<file path="config.mk">
export PLATFORM = sky130hd
export DESIGN_NAME = hazard_forward_unit
export DESIGN_NICKNAME = d
export VERILOG_FILES = /design/src/rtl/hazard_pkg.sv /design/src/rtl/hazard_port_match.sv /design/src/rtl/hazard_forward_unit.sv
export SDC_FILE = /design/constraint.sdc
export NUM_CORES = 1
export LEC_CHECK = 0
export ABC_AREA = 1
export BUFFER_PORTS_ARGS = -buffer_cell sky130_fd_sc_hd__buf_2
export CORE_ASPECT_RATIO = 0.9
export CORE_MARGIN = 4
export CORE_UTILIZATION = 45
export CTS_BUF_LIST = sky130_fd_sc_hd__clkbuf_8 sky130_fd_sc_hd__clkbuf_16
export DETAILED_ROUTE_END_ITERATION = 8
export PLACE_DENSITY = 0.7
export SKIP_CTS_REPAIR_TIMING = 1
export SLEW_MARGIN = 5
export SYNTH_ARGS = -nofsm -noshare
export SYNTH_HDL_FRONTEND = slang
export SYNTH_SLANG_ARGS = --single-unit
export TNS_END_PERCENT = 100
</file>
<file path="constraint.sdc">
create_clock -name clk -period 3.2 [get_ports clk]
set_clock_uncertainty 0.05 [all_clocks]
set_input_delay 0.64 -clock clk [delete_from_list [all_inputs] [get_ports clk]]
set_output_delay 0.64 -clock clk [all_outputs]
set_load 0.1 [all_outputs]
</file>
<file path="src/rtl/hazard_pkg.sv">
// Shared types and helpers for the hazard/forwarding unit: the in-flight stage
// entry, the register-file select code and the select-width function.
package hazard_pkg;

  // Widest register address a stage entry can carry; narrower files zero-extend.
  localparam int HZ_RD_W_MAX = 8;

  localparam int SEL_RF = 0;

  typedef struct packed {
    logic                   valid;
    logic [HZ_RD_W_MAX-1:0] rd;
    logic                   wb_en;
    logic                   is_load;
  } hz_entry_t;

  function automatic int sel_w(input int n);
    return $clog2(n + 1);
  endfunction

  function automatic logic is_live(input hz_entry_t e);
    return e.valid && e.wb_en && (e.rd != '0);
  endfunction

endpackage

</file>
<file path="src/rtl/hazard_port_match.sv">
// One read port's forwarding decision: youngest-first search of the tracked
// stages, producing a forward select or a load-use stall request.
module hazard_port_match
  import hazard_pkg::*;
#(
  parameter  int REG_ADDR_W     = 5,
  parameter  int NUM_FWD_STAGES = 2,
  parameter  int LOAD_LAT       = 1,
  localparam int SEL_W          = sel_w(NUM_FWD_STAGES)
) (
  input  logic [REG_ADDR_W-1:0]            rs,
  input  logic                             used,
  input  hz_entry_t [NUM_FWD_STAGES-1:0]   stages,
  output logic [SEL_W-1:0]                 sel,
  output logic                             stall_req
);

  logic hit;
  logic hit_load;
  int   hit_k;

  // NOTE: every variable gets a default before any conditional write so no latch is inferred.
  always_comb begin
    sel       = SEL_W'(SEL_RF);
    stall_req = 1'b0;
    hit       = 1'b0;
    hit_load  = 1'b0;
    hit_k     = 0;
    if (used && (rs != '0)) begin
      // Scan oldest to youngest so the youngest match is the last one written.
      for (int k = NUM_FWD_STAGES; k >= 1; k--) begin
        if (is_live(stages[k-1]) && (stages[k-1].rd == HZ_RD_W_MAX'(rs))) begin
          hit      = 1'b1;
          hit_load = stages[k-1].is_load;
          hit_k    = k;
        end
      end
    end
    if (hit) begin
      if (hit_load && (hit_k <= LOAD_LAT)) stall_req = 1'b1;
      else                                 sel       = SEL_W'(hit_k);
    end
  end

endmodule

</file>
<file path="src/rtl/hazard_forward_unit.sv">
// ID-stage hazard unit: tracks in-flight destinations, drives EX forward selects
// and the load-use stall. Define HAZARD_PERF_CNT_EN to add stall/bubble counters.
module hazard_forward_unit
  import hazard_pkg::*;
#(
  parameter  int REG_ADDR_W     = 5,
  parameter  int NUM_READ       = 2,
  parameter  int NUM_FWD_STAGES = 2,
  parameter  int LOAD_LAT       = 1,
  localparam int SEL_W          = sel_w(NUM_FWD_STAGES)
) (
  input  logic                           clk,
  input  logic                           reset,
  input  logic                           hold,
  input  logic                           flush,
  input  logic                           id_valid,
  input  logic [REG_ADDR_W-1:0]          id_rd,
  input  logic                           id_wb_en,
  input  logic                           id_is_load,
  input  logic [NUM_READ*REG_ADDR_W-1:0] id_rs,
  input  logic [NUM_READ-1:0]            id_rs_used,
  output logic [NUM_READ*SEL_W-1:0]      fwd_sel,
  output logic                           stall
`ifdef HAZARD_PERF_CNT_EN
  ,
  output logic [31:0]                    stall_cycles,
  output logic [31:0]                    bubble_count
`endif
);

  if (NUM_FWD_STAGES < 1) begin : g_err_stages
    $error("hazard_forward_unit: NUM_FWD_STAGES must be >= 1");
  end
  if (LOAD_LAT >= NUM_FWD_STAGES) begin : g_err_lat
    $error("hazard_forward_unit: LOAD_LAT must be < NUM_FWD_STAGES");
  end
  if (NUM_READ < 1) begin : g_err_read
    $error("hazard_forward_unit: NUM_READ must be >= 1");
  end
  if ((REG_ADDR_W < 1) || (REG_ADDR_W > HZ_RD_W_MAX)) begin : g_err_addr
    $error("hazard_forward_unit: REG_ADDR_W out of supported range");
  end

  hz_entry_t [NUM_FWD_STAGES-1:0] stages;
  hz_entry_t                      id_entry;
  logic [NUM_READ-1:0]            stall_req;
  logic                           insert_bubble;

  assign id_entry = '{valid:   1'b1,
                      rd:      HZ_RD_W_MAX'(id_rd),
                      wb_en:   id_wb_en,
                      is_load: id_is_load};

  for (genvar p = 0; p < NUM_READ; p++) begin : g_port
    hazard_port_match #(
      .REG_ADDR_W     (REG_ADDR_W),
      .NUM_FWD_STAGES (NUM_FWD_STAGES),
      .LOAD_LAT       (LOAD_LAT)
    ) u_match (
      .rs        (id_rs[p*REG_ADDR_W +: REG_ADDR_W]),
      .used      (id_rs_used[p]),
      .stages    (stages),
      .sel       (fwd_sel[p*SEL_W +: SEL_W]),
      .stall_req (stall_req[p])
    );
  end

  assign stall         = id_valid && !flush && (|stall_req);
  assign insert_bubble = stall || flush || !id_valid;

  // NOTE: only the valid bits are reset; the payload is don't-care while valid is low.
  always_ff @(posedge clk) begin
    if (reset) begin
      for (int k = 0; k < NUM_FWD_STAGES; k++) stages[k].valid <= 1'b0;
    end else if (!hold) begin
      for (int k = NUM_FWD_STAGES - 1; k >= 1; k--) stages[k] <= stages[k-1];
      stages[0] <= insert_bubble ? '0 : id_entry;
    end
  end

`ifdef HAZARD_PERF_CNT_EN
  always_ff @(posedge clk) begin
    if (reset) begin
      stall_cycles <= '0;
      bubble_count <= '0;
    end else if (!hold) begin
      if (stall && (stall_cycles != '1))               stall_cycles <= stall_cycles + 32'd1;
      if ((stall || flush) && (bubble_count != '1))    bubble_count <= bubble_count + 32'd1;
    end
  end
`endif

endmodule

</file>
==> impl_metrics.py, run 1 <==
metrics = {
    "synth": {
        "synth_compound_area_share_pct": 4.77,
        "synth_area_sq_um": 971,
        "synth_area_leaders": "edfxtp_1, nand2_1, inv_1, xnor2_1, nor2_1",
        "yosysTopAreaCellShare_pct": 40.2,
        "synth_adder_area_share_pct": 0,
        "yosysSeqAreaShare_pct": 44.3,
        "ys_warn_count": 0,
        "synth_top_family_by_area": "simple AND/OR/NAND/NOR gates",
        "synthMuxAreaShare_pct": 0,
        "synth-simple-area-share_pct": 29.6,
        "synth-xor-area-share_pct": 10.8,
        "avgSynthCellArea_sq_um": 7.71,
        "yosys.area.top_type": "edfxtp_1",
        "ys_ff_latch": 15,
        "synth_nets": 150,
        "synth_cells": 126,
        "synth.distinct_cells": 20,
    },
    "critical_path": {
        "critPathKind": "input pin to primary output",
        "path_max_fanout": 4,
        "cp_top_family": "simple AND/OR/NAND/NOR gates",
        "reg2reg_depth": 8,
        "r2r-start": "stages[2]$_SDFFCE_PP0P_",
        "cp_slowest_cell": "buf_2",
        "crit_arrival_ns": 1.99,
        "path_cells": "buf_2, inv_1, nand2_1, nand4_1, nor2_2, nand3_2, nand2_1, nand2_2, nor3_2, buf_2",
        "critical_path_buf_inv_count": 3,
        "cp-end-kind": "primary output",
        "cp_data_required_time_ns": 2.51,
        "rr_endpoint": "stages[4]$_SDFFCE_PP0P_",
        "slowest_delay_ns": 0.44,
        "r2r_setup_slack_ns": 1.56,
        "worstSetupStartpointType": "input pin",
    },
    "placed_design": {
        "dp.cells": 180,
        "hpwl_microns": 1700,
        "pre_cts_ws_ns": 0.519,
        "placed_cell_area_sq_um": 1160,
        "place_congestion": 0.955,
        "port_buffers": 28,
    },
    "die": {
        "rows": 15,
        "ios": 29,
        "initial_core_util_pct": 48.8,
        "die-width_microns": 57.0,
        "core_area_sq_um": 1990,
        "die_area_sq_um": 2970,
        "die_h_microns": 52.1,
    },
    "run": {
        "max_cap_viol_count": 0,
    },
    "clock_network": {
        "cts_tree": "built",
        "worstSkewPairLatency_ns": 0.24,
        "cts-htree-levels": 1,
        "cts_buffer_depth": 2,
        "root_buffer": "clkbuf_8",
        "cts_buffers": 3,
        "clkSinkCount": 15,
        "clk_pin_slew_ns": 0.06,
    },
    "grt": {
        "overflow": 0,
        "grt_max_degree": 14,
        "grt_pass1_wl_microns": 3420,
        "grt_pass1_vias": 880,
        "antenna_found_initial": 0,
        "track_usage_pct": 14.8,
    },
    "power": {
        "finalPower_mw": 0.430,
        "power.density_nw_per_um2": 358,
        "ir_worst_vdd_mv": 0.285,
        "leakage_nw": 0.615,
    },
    "sta": {
        "setup_viol": 0,
        "finalSetupTns_ns": 0,
        "finalCritPeriodShare_pct": 83.7,
        "relSlewSlack_pct": 67.8,
        "tightest_slew_ns": 0.487,
        "hold_violations": 0,
        "period_needed_ns": 2.68,
        "rsz0062_at_grt": "false",
        "slew_viol_final": 0,
        "fmax_mhz": 373,
        "setup_ws_ns": 0.521,
        "holdWs_ns": 0.411,
    },
    "detailed_routing": {
        "viasPerCell": 4.70,
        "dr.pass1.iters": 4,
        "ant_nets": 0,
        "drc": 0,
        "routedWlPerCell_microns": 10.7,
        "drt_iter0_drc": 20,
        "wirelength_microns": 1970,
        "vias": 864,
    },
    "outcome": {
        "status": "finished, final reports clean",
    },
    "final_layout": {
        "antenna_cells": 0,
        "drive_above_1_share_pct": 25.2,
        "largest_reg_flops": 15,
        "reg_top3": "stages x15",
        "layout.cells.non_filler": 184,
        "fill_cells": 192,
        "finalNetCount": 184,
        "stdcell_area_sq_um": 1200,
        "area_growth_syn_to_layout_pct": 23.8,
        "final_core_util_pct": 60.4,
        "largest-register": "stages",
        "layout_common_cells": "inv_1, nand2_1, buf_2",
    },
    "min_path": {
        "whs_path_depth": 0,
        "min_from": "stages[1]$_SDFFCE_PP0P_",
        "hold_path_class": "flip-flop to flip-flop",
        "whs_endpoint": "stages[12]$_DFFE_PP_",
    },
}
-- where the power goes --
group	leakage (nW)	switching [mW]	internal, mW	total, mW
clock network	0.0269	0.0591	0.0846	0.144
logic	0.440	0.0343	0.0275	0.0618
registers	0.148	0.00560	0.219	0.225
-- cell usage after synthesis --
cell / instances
nor4_1: 1
nor2_2: 1
nand2_2: 1
a21oi_2: 1
a21oi_1: 5
edfxtp_1: 13
dfxtp_1: 2
inv_1: 27
xnor2_1: 9
nand3_1: 5
nor2_1: 19
nand4_1: 5
o21ai_0: 1
o21bai_1: 1
nor3_2: 1
nand2_1: 28
xor2_1: 3
nor3_1: 1
nand2_4: 1
nand3_2: 1
-- routing by layer --
metal	vias to the layer above	track usage, %	part of all wire (%)
li1	457	-	-
met1	383	16.8	44
met2	20	26.6	48
met3	4	3.23	5.4
met4	0	6.56	2.4
met5	-	0	0
-- worst max-delay path by stage --
| stage | start | to | slack (ns) | cells after the start |
|---|---|---|---|---|
| CTS | id_rs[0] | stall | 0.51 | 10 |
| global route | id_rs[3] | stall | 0.36 | 12 |
| floorplan | id_rs[4] | stall | 0.09 | 10 |
| finish | id_rs[0] | stall | 0.52 | 10 |
| detailed placement | id_rs[0] | stall | 0.52 | 10 |
| global placement | id_rs[4] | stall | 0.57 | 12 |
-- layout make-up --
cell class	instances	area (sq um)	area share, %
Timing Repair Buffer	29	148	12.3
Sequential cell	15	430	35.8
Inverter	27	101	8.43
Clock inverter	1	3.75	0.312
Tap cell	25	31.3	2.60
Multi-Input combinational cell	84	447	37.1
Clock buffer	3	41.3	3.43
-- cells by family after synthesis --
family,count (synthesis)
and+or+nand+nor,64
buffers and inverters,27
DFF,15
xor gates and xnor gates,12
AOI/OAI and AO/OA,8
(Power assumes the default switching activity.)
==> inputs of run 2 (changes only) <==
Settings changed: PLACE_DENSITY 0.7 to 0.73.
Clock period 3.2 ns to 2.3 ns, I/O delays scaled along.
==> run 2 against run 1 <==
  * The run now ends with negative setup slack left
  * Hold slack got worse by 0.065 ns
  * First-iteration DRC count grew 65%
  * Non-clock buffer count up 1
==> impl_metrics.py, run 2 (synthesized netlist as in run 1, its figures left out) <==
metrics = {
    "final_layout": {
        "layout.cells.non_filler": 185,
        "layout_common_cells": "inv_1, nand2_1, buf_2",
        "largest_reg_flops": 15,
        "stdcell_area_sq_um": 1300,
        "drive_above_1_share_pct": 26.9,
        "antenna_cells": 0,
        "reg_top3": "stages x15",
        "largest-register": "stages",
        "finalNetCount": 185,
        "final_core_util_pct": 65.2,
        "area_growth_syn_to_layout_pct": 33.5,
    },
    "power": {
        "power.density_nw_per_um2": 462,
        "leakage_nw": 0.634,
        "p_clk_share_pct": 32.9,
        "intPower_mw": 0.461,
        "ir_worst_vdd_mv": 0.467,
        "power_frac_seq_pct": 52.4,
        "combPwrFrac_pct": 14.7,
        "p_switching_mw": 0.137,
        "finalPower_mw": 0.599,
        "p_sw_share_pct": 23.0,
    },
    "placed_design": {
        "hpwl_microns": 1900,
        "placed_cell_area_sq_um": 1240,
        "port_buffers": 28,
        "dp.cells": 180,
        "pre_cts_ws_ns": 0.132,
        "place_congestion": 0.917,
    },
    "sta": {
        "rsz0062_at_grt": "true",
        "holdWs_ns": 0.346,
        "period_needed_ns": 2.31,
        "finalCritPeriodShare_pct": 101,
        "tightest_slew_ns": 0.256,
        "relSlewSlack_pct": 82.8,
        "setup_viol": 1,
        "setup_ws_ns": -0.0116,
        "fmax_mhz": 433,
        "finalSetupTns_ns": -0.0116,
        "slew_viol_final": 0,
        "hold_violations": 0,
    },
    "outcome": {
        "status": "complete, but fails checks",
        "violations": "negative setup slack",
    },
    "clock_network": {
        "cts-htree-levels": 1,
        "cts_tree": "built",
        "cts_buffers": 3,
        "clkSinkCount": 15,
        "root_buffer": "clkbuf_8",
        "clk_pin_slew_ns": 0.06,
        "worstSkewPairLatency_ns": 0.24,
        "cts_buffer_depth": 2,
    },
    "critical_path": {
        "crit_arrival_ns": 1.80,
        "critPathKind": "flip-flop to primary output",
        "cp_slowest_cell": "edfxtp_1",
        "worst_path_most_repeated_cell": "nand2_1",
        "critical_path_buf_inv_count": 2,
        "path_cells": "inv_1, nand2_1, nand2_1, nor2_1, nand2_1, nor2_2, nand3_2, nand2_1, nand2_2, nor3_4, buf_12",
        "cp-end-kind": "primary output",
        "slowest_delay_ns": 0.42,
        "cp_top_family": "simple AND/OR/NAND/NOR gates",
        "cp_data_required_time_ns": 1.79,
        "worstSetupStartpointType": "flip-flop",
        "path_max_fanout": 4,
    },
    "die": {
        "die_area_sq_um": 2970,
        "die-width_microns": 57.0,
        "rows": 15,
        "initial_core_util_pct": 48.8,
        "ios": 29,
        "core_area_sq_um": 1990,
        "die_h_microns": 52.1,
    },
    "grt": {
        "track_usage_pct": 16.6,
        "grt_pass1_vias": 902,
        "antenna_found_initial": 0,
        "grt_max_degree": 14,
        "grt_pass1_wl_microns": 3870,
        "overflow": 0,
    },
    "detailed_routing": {
        "wirelength_microns": 2260,
        "ant_nets": 0,
        "drc": 0,
        "viasPerCell": 4.88,
        "routedWlPerCell_microns": 12.2,
        "dr.pass1.iters": 4,
        "drt_iter0_drc": 33,
        "vias": 902,
    },
    "run": {
        "max_cap_viol_count": 0,
    },
    "min_path": {
        "hold_path_class": "input pin to flip-flop",
    },
}
==> run 2: layer usage <==
layer | track usage (%) | routed length (microns) | vias to the layer above
met5 | 0 | 0 | -
met4 | 5.79 | 29 | 0
met3 | 2.23 | 110 | 4
met2 | 31.4 | 1240 | 26
met1 | 19.0 | 879 | 408
li1 | - | - | 464
==> run 2: worst register-to-register path, cell delays in order, from the launching register on <==
cell and delay (ns):
edfxtp_1 0.42, inv_1 0.09, nand2_1 0.06, nand2_1 0.05
nor2_1 0.09, nand2_1 0.07, nor2_2 0.14, nand3_2 0.09
nand2_1 0.09, nand2_2 0.09, nand2_4 0.12, nor2_1 0.06
==> run 2: cell type report <==
cell class                      count  area (sq um)
Clock buffer                        3          41.3
Clock inverter                      1          3.75
Fill cell                         184           693
Inverter                           27           101
Multi-Input combinational cell     84           458
Sequential cell                    15           430
Tap cell                           25          31.3
Timing Repair Buffer               30           230
==> run 2: final timing paths <==
path | startpoint | depth (start not counted) | end | slack [ns]
setup / recovery | stages[6]$_SDFFCE_PP0P_ | 11 | stall | -0.01
hold / removal | reset | 2 | stages[21]$_SDFFE_PP0N_ | 0.35
setup reg to reg | stages[6]$_SDFFCE_PP0P_ | 11 | stages[5]$_SDFFCE_PP0P_ | 0.63
hold reg to reg | stages[21]$_SDFFE_PP0N_ | 2 | stages[21]$_SDFFE_PP0N_ | 0.40
==> run 2: power by group through the flow <==
| stage | Combinational [mW] | Clock [mW] | Sequential (mW) |
|---|---|---|---|
| global placement | 0.0825 | 0 | 0.318 |
| CTS | 0.0886 | 0.203 | 0.314 |
| finish | 0.0880 | 0.197 | 0.314 |
| floorplan | 0.0496 | 0 | 0.317 |
| global route | 0.101 | 0.216 | 0.315 |
| detailed placement | 0.0880 | 0 | 0.319 |
